**src/rtl/nibble_deserializer_if.sv**
```systemverilog
// Bus bundle for nibble_deserializer.
//   Serial side : shift_en, serial_in, dir, sync_clr (into the deserializer)
//   Word side   : data_out, out_valid (out of it), out_ready (into it)
//   Status      : bit_count, fifo_count, overflow (out of it)
// The slave modport is the deserializer's view. The master modport is the
// view of whoever feeds bits and consumes words.
interface nibble_deserializer_if #(
  parameter int W = 4
) ();
  logic          shift_en;
  logic          serial_in;
  logic          dir;
  logic          sync_clr;
  logic [W-1:0]  data_out;
  logic          out_valid;
  logic          out_ready;
  logic [3:0]    bit_count;
  logic [1:0]    fifo_count;
  logic          overflow;

  modport slave (
    input  shift_en,
    input  serial_in,
    input  dir,
    input  sync_clr,
    input  out_ready,
    output data_out,
    output out_valid,
    output bit_count,
    output fifo_count,
    output overflow
  );

  modport master (
    output shift_en,
    output serial_in,
    output dir,
    output sync_clr,
    output out_ready,
    input  data_out,
    input  out_valid,
    input  bit_count,
    input  fifo_count,
    input  overflow
  );
endinterface

```
**src/rtl/nibble_deserializer.sv**
```systemverilog
// nibble_deserializer
// Collects a serial bit stream into W-bit words (W = 4 or 8) and queues the
// completed words in a 2-entry FIFO with a valid/ready output handshake.
//   clk        rising-edge clock
//   rst        asynchronous reset, active low
//   bus.slave  serial inputs, word output handshake and status:
//     shift_en/serial_in  sample one bit per edge while shift_en=1
//     dir                 1 = MSB-first, 0 = LSB-first (per bit)
//     sync_clr            clears partial word and overflow flag
//     data_out/out_valid/out_ready  FIFO head and pop handshake
//     bit_count           bits collected in the partial word
//     fifo_count          words queued (0..2)
//     overflow            sticky: a completed word was dropped
module nibble_deserializer #(
  parameter int W = 4
) (
  input  logic                  clk,
  input  logic                  rst,
  nibble_deserializer_if.slave  bus
);

  localparam logic [3:0] LAST_BIT = 4'(W - 1);

  logic [W-1:0] shreg_q, shreg_d;
  logic [3:0]   bit_cnt_q, bit_cnt_d;
  logic [W-1:0] head_q, head_d;   // FIFO entry 0 (oldest)
  logic [W-1:0] tail_q, tail_d;   // FIFO entry 1
  logic [1:0]   fifo_cnt_q, fifo_cnt_d;
  logic         overflow_q, overflow_d;

  logic         accept;
  logic         word_done;
  logic         pop;
  logic [W-1:0] shifted;

  always_comb begin
    accept     = bus.shift_en & ~bus.sync_clr;
    shifted    = bus.dir ? {shreg_q[W-2:0], bus.serial_in}
                         : {bus.serial_in, shreg_q[W-1:1]};
    word_done  = accept && (bit_cnt_q == LAST_BIT);
    pop        = (fifo_cnt_q != 2'd0) && bus.out_ready;

    shreg_d    = shreg_q;
    bit_cnt_d  = bit_cnt_q;
    head_d     = head_q;
    tail_d     = tail_q;
    fifo_cnt_d = fifo_cnt_q;
    overflow_d = overflow_q;

    if (bus.sync_clr) begin
      shreg_d    = '0;
      bit_cnt_d  = 4'd0;
      overflow_d = 1'b0;
    end else if (accept) begin
      shreg_d   = shifted;
      bit_cnt_d = word_done ? 4'd0 : bit_cnt_q + 4'd1;
    end

    // The completed word is the shifted value, so the bit sampled on the
    // completing edge is already part of what gets written.
    unique case ({word_done, pop})
      2'b11: begin
        // Simultaneous push and pop keeps the count; when full the tail
        // moves up and the new word takes its place, so order is kept.
        if (fifo_cnt_q == 2'd2) begin
          head_d = tail_q;
          tail_d = shifted;
        end else begin
          head_d = shifted;
        end
      end
      2'b10: begin
        if (fifo_cnt_q == 2'd0) begin
          head_d     = shifted;
          fifo_cnt_d = 2'd1;
        end else if (fifo_cnt_q == 2'd1) begin
          tail_d     = shifted;
          fifo_cnt_d = 2'd2;
        end else begin
          overflow_d = 1'b1;
        end
      end
      2'b01: begin
        head_d     = tail_q;
        fifo_cnt_d = fifo_cnt_q - 2'd1;
      end
      default: begin
      end
    endcase
  end

  always_ff @(posedge clk or negedge rst) begin
    if (!rst) begin
      shreg_q    <= '0;
      bit_cnt_q  <= 4'd0;
      head_q     <= '0;
      tail_q     <= '0;
      fifo_cnt_q <= 2'd0;
      overflow_q <= 1'b0;
    end else begin
      shreg_q    <= shreg_d;
      bit_cnt_q  <= bit_cnt_d;
      head_q     <= head_d;
      tail_q     <= tail_d;
      fifo_cnt_q <= fifo_cnt_d;
      overflow_q <= overflow_d;
    end
  end

  // Stale head contents are masked so an empty FIFO always reads as zero.
  assign bus.data_out   = (fifo_cnt_q != 2'd0) ? head_q : '0;
  assign bus.out_valid  = (fifo_cnt_q != 2'd0);
  assign bus.bit_count  = bit_cnt_q;
  assign bus.fifo_count = fifo_cnt_q;
  assign bus.overflow   = overflow_q;

endmodule

```
**src/flat_wrapper.sv**
```systemverilog
// flat-port wrapper written by rule: the top's interface ports become plain ports
module nibble_deserializer_flat 
#(
  parameter int W = 4
)
  (clk, rst, bus_shift_en, bus_serial_in, bus_dir, bus_sync_clr, bus_out_ready, bus_data_out, bus_out_valid, bus_bit_count, bus_fifo_count, bus_overflow);
  nibble_deserializer_if #(.W(W)) bus_i ();
  input  logic clk;
  input  logic rst;
  input wire logic [$bits(bus_i.shift_en)-1:0] bus_shift_en;
  input wire logic [$bits(bus_i.serial_in)-1:0] bus_serial_in;
  input wire logic [$bits(bus_i.dir)-1:0] bus_dir;
  input wire logic [$bits(bus_i.sync_clr)-1:0] bus_sync_clr;
  input wire logic [$bits(bus_i.out_ready)-1:0] bus_out_ready;
  output wire logic [$bits(bus_i.data_out)-1:0] bus_data_out;
  output wire logic [$bits(bus_i.out_valid)-1:0] bus_out_valid;
  output wire logic [$bits(bus_i.bit_count)-1:0] bus_bit_count;
  output wire logic [$bits(bus_i.fifo_count)-1:0] bus_fifo_count;
  output wire logic [$bits(bus_i.overflow)-1:0] bus_overflow;
  assign bus_i.shift_en = bus_shift_en;
  assign bus_i.serial_in = bus_serial_in;
  assign bus_i.dir = bus_dir;
  assign bus_i.sync_clr = bus_sync_clr;
  assign bus_i.out_ready = bus_out_ready;
  assign bus_data_out = bus_i.data_out;
  assign bus_out_valid = bus_i.out_valid;
  assign bus_bit_count = bus_i.bit_count;
  assign bus_fifo_count = bus_i.fifo_count;
  assign bus_overflow = bus_i.overflow;
  nibble_deserializer #(.W(W)) u_core (.clk(clk), .rst(rst), .bus(bus_i));
endmodule
```
**config.mk**
```make
export PLATFORM = sky130hd
export DESIGN_NAME = nibble_deserializer_flat
export DESIGN_NICKNAME = d
export VERILOG_FILES = /design/src/rtl/nibble_deserializer_if.sv /design/src/rtl/nibble_deserializer.sv /design/src/flat_wrapper.sv
export SDC_FILE = /design/constraint.sdc
export NUM_CORES = 1
export LEC_CHECK = 0
export ABC_AREA = 0
export CAP_MARGIN = 0
export CORE_MARGIN = 2
export CORE_UTILIZATION = 66
export DETAILED_ROUTE_END_ITERATION = 7
export DONT_BUFFER_PORTS = 1
export GPL_ROUTABILITY_DRIVEN = 0
export PLACE_DENSITY = 0.92
export REMOVE_ABC_BUFFERS = 1
export SYNTH_ARGS = -nofsm -noshare
export SYNTH_HDL_FRONTEND = slang
export SYNTH_SLANG_ARGS = --single-unit
```
**constraint.sdc**
```tcl
create_clock -name clk -period 3.88 [get_ports clk]
set_input_delay 0.776 -clock clk [delete_from_list [all_inputs] [get_ports clk]]
set_output_delay 0.776 -clock clk [all_outputs]
set_load 0.01 [all_outputs]
```
**Yosys cells after proc, flatten, opt, wreduce, memory -nomap -nowiden**

Cells that the tools add are included.

- $add $sub $neg: 2
- Eq/ne operators: 11
- Mux-type cells: 21
- Bitwise logic cells: 2
- Reductions and logical operators: 11

Operators with widths:

| kind | number |
|---|---|
| $mux W4 | 12 |
| $pmux W4 S3 | 1 |
| $pmux W4 S2 | 1 |
| $reduce_bool A2 Y1 | 4 |
| $eq A2 B2 Y1 const B | 3 |
| $ne A2 B1 Y1 const B | 3 |
| $add A4 B1 Y4 const B | 1 |
| $eq A2 B1 Y1 const B | 2 |
| $eq A4 B2 Y1 const B | 1 |
| $mux W1 | 4 |
| $mux W2 | 2 |
| $pmux W2 S2 | 1 |
| $reduce_and A2 Y1 | 2 |
| $reduce_and A4 Y1 | 1 |
| $ne A3 B1 Y1 const B | 1 |
| $reduce_bool A3 Y1 | 1 |
| $logic_and A1 B1 Y1 | 2 |
| $logic_not A2 Y1 | 1 |
| $ne A2 B2 Y1 const B | 1 |
| $sub A2 B1 Y2 const B | 1 |
| $and A1 B1 Y1 | 1 |
| $not A1 Y1 | 1 |

- Register bits after elaboration: 19
- Output and inout port bits: 12
- Word-level logic and storage cells: 53

**Longest topological paths before layout**

- Depth in word-level cells: 6
- Mapped depth: 10
- Gate-level depth less buffers: 8

**Least setup slack after synthesis**

Ideal clock, no wire load.

- Path kind: in2reg
- From: input bus_sync_clr
- To: register u_core.tail_q[0]
- Setup time: 125 ps
- Arrival time: 2238 ps
- Data required time: 3755 ps
- Slack: 1517 ps
- Stages on the path: 7
- Buffers on the path: 1
- Cells stage by stage: clkbuf_1 -> or2_2 -> inv_1 -> ha_1 -> mux2i_1 -> a21oi_2 -> mux2_2

- Word-level cells in the longest chain between the ends: 6
- Elaborated cells between the ends (all ways): 11
- Those cells by class: eq/ne (5); mux (1); bitwise (2); reduce/logical (3)

Ends and longest elaborated chain:

| what | RTL line | RTL |
|---|---|---|
| start: declaration | flat_wrapper.sv:13 | `input wire logic [$bits(bus_i.sync_clr)-1:0] bus_sync_clr;` |
| $not A1 Y1 (*) | nibble_deserializer.sv:37 | `accept = bus.shift_en & ~bus.sync_clr;` |
| $and A1 B1 Y1 (*) | nibble_deserializer.sv:37 |  |
| $logic_and A1 B1 Y1 (*) | nibble_deserializer.sv:40 | `word_done = accept && (bit_cnt_q == LAST_BIT);` |
| $eq A2 B2 Y1 | nibble_deserializer.sv:61 | `unique case ({word_done, pop})` |
| $ne A2 B2 Y1 (no line), or another cell as far along | n/a |  |
| $reduce_and A4 Y1 (no line) | n/a |  |
| end signal: assignment | nibble_deserializer.sv:104 | `tail_q <= tail_d;` |
| end: declaration | nibble_deserializer.sv:27 | `logic [W-1:0] tail_q, tail_d;` |

Every way passes the cells marked *; elsewhere a longest branch is shown, timed or not.
A chain may end at the register's enable or synchronous reset.

**Final worst setup path**

- From: register u_core.fifo_cnt_q[0] (netlist: u_core.bus.fifo_count[0])
- To: register u_core.tail_q[0]

- Word-level cells in the longest chain between the ends: 5
- Elaborated cells between the ends (all ways): 13
- Those cells by class: eq/ne (7); mux (1); reduce/logical (5)

Ends and longest elaborated chain:

| what | RTL line | RTL |
|---|---|---|
| start: declaration | nibble_deserializer.sv:28 | `logic [1:0] fifo_cnt_q, fifo_cnt_d;` |
| start signal: assignment | nibble_deserializer.sv:105 | `fifo_cnt_q <= fifo_cnt_d;` |
| $reduce_bool A2 Y1 | nibble_deserializer.sv:41 | `pop = (fifo_cnt_q != 2'd0) && bus.out_ready;` |
| $logic_and A1 B1 Y1 | nibble_deserializer.sv:41 |  |
| $eq A2 B2 Y1 | nibble_deserializer.sv:61 |  |
| $ne A2 B2 Y1 (no line), or another cell as far along | n/a |  |
| $reduce_and A4 Y1 (no line) | n/a |  |

Parallel ways exist; a longest one is shown, timed or not.

==> results.py <==
metrics = {
    "run_status": {
        "status": "finished, final reports clean",
    },
    "finish": {
        "synthToLayoutAreaGrowth_pct": 2.186,
        "n_antenna_cell": 0,
        "fillers": 127,
        "drive_above_1_share": 0.1495,
        "final_cells": 124,
        "finalNetCount": 122,
    },
    "routing": {
        "firstDrtPassIters": 4,
        "drt_wl_total_um": 2092,
        "wl_met2_um": 1079,
        "wl_met3_um": 47,
        "drt-wirelength-per-cell_um": 16.87,
        "num_vias": 817,
        "viasPerCell": 6.589,
        "wl_met1_um": 943,
        "drt_iter0_drc": 5,
        "drtAntennaViolNets": 0,
        "topRoutingLayerUsed": "met4",
        "drc_errors": 0,
    },
    "clocking": {
        "hold_buffers": 0,
        "post_cts_buffers": 0,
        "h-tree-depth": 1,
        "ctsResizeCount": 0,
        "cts_tree": "yes",
        "clockRootBuffer": "clkbuf_4",
        "cts_made_buffers": 3,
        "clk_latency_ns": 0.30,
        "numClockSinks": 19,
        "clkTransAtPathRegs_ns": 0.10,
        "cts_buffer_depth": 2,
    },
    "floorplan": {
        "initial_core_util": 0.6854,
        "die_area_mm2": 0.002084,
        "die-width_um": 45.65,
        "row_count": 15,
        "fp.dieH_um": 45.65,
        "core_area_mm2": 0.001670,
        "ios": 19,
    },
    "sta": {
        "hold_viol_final": 0,
        "setup-violations-final": 0,
        "relSlewSlack": 0.7606,
        "tightest_slew_ns": 0.3591,
        "rsz0062_at_grt": "false",
        "drv_slew": 0,
        "fin_skew_ns": 0.0008679,
        "post-route-period-util": 0.6365,
        "layout_min_cycle_time_ns": 2.470,
        "max_freq_mhz": 404.9,
        "setup-tns-final_ns": 0,
    },
    "synthesis": {
        "synth_area_leaders": "dfrtp_1 (42%), mux2_2 (7.9%), ha_1 (7.7%)",
        "synth_seq_area_share": 0.4153,
        "ys_ff_latch": 19,
        "syn_area_mm2": 0.001145,
        "synth_top_area_cell": "dfrtp_1",
        "synth_top_area_share": 0.4153,
        "synth_warnings": 0,
        "syn_area_per_cell_um2": 10.60,
        "synthCells": 108,
        "synthDistinctLibCells": 29,
    },
    "critical_path": {
        "r2r_slack_ns": 1.41,
        "cp-end-kind": "flop",
        "startpoint": "u_core.bus.fifo_count[0]$_DFFE_PN0P_",
        "regToRegEndpoint": "u_core.tail_q[0]$_DFFE_PN0P_",
        "crit_type": "flop to flop",
        "cpPeakStageDelay_ns": 0.47,
        "arrival_ns": 2.66,
        "path_cells": "inv_1 > ha_1 > nand2b_1 > ha_1 > mux2i_1 > a21oi_2 > mux2_2",
        "ff2ff_path_depth": 7,
        "worstPathMaxFanout": 12,
        "start_kind": "flop",
        "worstReg2RegStart": "u_core.bus.fifo_count[0]$_DFFE_PN0P_",
        "cpMaxStageDelayCell": "dfrtp_1",
        "critPathMostFrequentCell": "ha_1",
        "required_ns": 4.07,
        "crit_end": "u_core.tail_q[0]$_DFFE_PN0P_",
    },
    "global_route": {
        "overflow": 0,
        "grt_pass1_wl_um": 3532,
        "grt_pass1_vias": 806,
        "grt_max_degree": 20,
        "grtUsageTotal": 0.2386,
        "antenna_found_initial": 0,
    },
    "power_and_ir_drop": {
        "ir_worst_vdd_mv": 0.3335,
        "total_leakage_power_nw": 0.5304,
        "power_density_mw_per_mm2": 501.5,
    },
    "placement": {
        "placed_cells": 120,
        "dp_hpwl_um": 1580,
        "portBuffers": 0,
    },
    "flow_run": {
        "maxCapViolCount": 0,
    },
    "hold_path": {
        "min_path_type": "input pin to async pin",
    },
}
-- cells in the final DEF, fill, tap and decap left out, drive strengths merged --
master / synthesis / layout
dfrtp: 19 / 19
nor2b: 8 / 8
mux2: 8 / 8
nor2: 7 / 7
ha: 7 / 7
inv: 6 / 6
mux2i: 6 / 6
o31ai: 6 / 6
nand2b: 5 / 5
o22ai: 4 / 4
a221oi: 4 / 4
o211ai: 4 / 4
a21oi: 4 / 4
nand2: 3 / 3
clkbuf: 3 / 3
o21ai: 2 / 2
nand4bb: 1 / 1
or2: 1 / 1
nor3b: 1 / 1
o31a: 1 / 1
o21a: 1 / 1
nand3b: 1 / 1
nand4b: 1 / 1
nand4: 1 / 1
xor2: 1 / 1
or3b: 1 / 1
clkinv: 0 / 1
-- area by class of cell --
class	instances	area [um^2]	share of cell area
clock buffers	3	22.52	0.01925
inverters	6	22.52	0.01925
clock inverters	1	5.005	0.004278
flip-flops and latches	19	475.5	0.4064
well taps	17	21.27	0.01818
multi-input cells	78	623.1	0.5326
-- report_power, final --
group / switching, mW / internal [mW] / leakage [nW]
logic: 0.136 / 0.0934 / 0.259
registers: 0.0291 / 0.230 / 0.254
clock network: 0.0595 / 0.0385 / 0.0177
-- cells by family (layout without fill, tap and decap cells) --
logic type / after synthesis / count (layout) / synth area share
DFF: 19 / 19 / 0.4153
xor gates and xnor gates: 1 / 1 / 0.007652
muxes: 14 / 14 / 0.1312
buffers and inverters: 11 / 10 / 0.04043
adders and majority gates: 7 / 7 / 0.07650
and+or+nand+nor: 30 / 30 / 0.1672
AOI/OAI and AO/OA: 26 / 26 / 0.1617
-- synthesized netlist by cell type --
cell type / n
nor3b_1: 1
o22ai_1: 4
clkbuf_1: 3
nor2b_1: 8
mux2_2: 8
o31ai_1: 6
xor2_1: 1
nand4b_1: 1
nand3b_1: 1
a21oi_1: 3
o211ai_1: 4
mux2i_1: 6
o21a_1: 1
o31a_1: 1
nand4_1: 1
o21ai_0: 2
a221oi_1: 4
nor2_1: 7
a21oi_2: 1
nand2_1: 3
or2_2: 1
nand4bb_4: 1
inv_1: 6
nand2b_1: 5
buf_2: 1
ha_1: 7
or3b_2: 1
dfrtp_1: 19
buf_4: 1
-- stage by stage --
step	util	setup WS, ns	cell area [um^2]	power [mW]	hold WS, ns
2_1_floorplan	-	1.581	1121	0.4429	0.4804
3_3_place_gp	0.6839	1.493	1142	0.4753	0.4807
3_5_place_dp	0.6839	1.420	1142	0.4911	0.4807
4_1_cts	0.7004	1.392	1170	0.5899	0.1487
5_1_grt	0.7004	1.156	1170	0.6307	0.1359
6_report	0.7004	1.410	1170	0.5867	0.1568
-- worst min-delay path by stage --
| stage | end | startpoint |
|---|---|---|
| after floorplan | u_core.bus.bit_count[0]$_DFFE_PN0P_ | rst |
| after global placement | u_core.bus.fifo_count[0]$_DFFE_PN0P_ | rst |
| after detailed placement | u_core.bus.overflow$_DFF_PN0_ | rst |
| after CTS | u_core.bus.bit_count[0]$_DFFE_PN0P_ | rst |
| after global routing | u_core.bus.bit_count[0]$_DFFE_PN0P_ | rst |
| final | u_core.bus.overflow$_DFF_PN0_ | rst |
-- layer usage --
metal  up-vias  GRT usage
li1        390          -
met1       410     0.3018
met2        13     0.4056
met3         4    0.03571
met4         0    0.09412
met5         -          0
-- sequential cells by signal, indices dropped and copies added (netlist names) --
register,flops
u_core.tail_q,4
u_core.bus.overflow,1
u_core.bus.bit_count,4
u_core.bus.fifo_count,2
u_core.head_q,4
u_core.shreg_q,4
-- critical path: cells and delay by family, from the launching register on --
family,cells,cell delay [ns]
compound gates,1,0.22
fa+ha+maj,2,0.76
buf+inv,1,0.12
flops,1,0.47
mux,2,0.49
simple gates,1,0.31
Note: power is estimated with default switching activity, not from simulation.
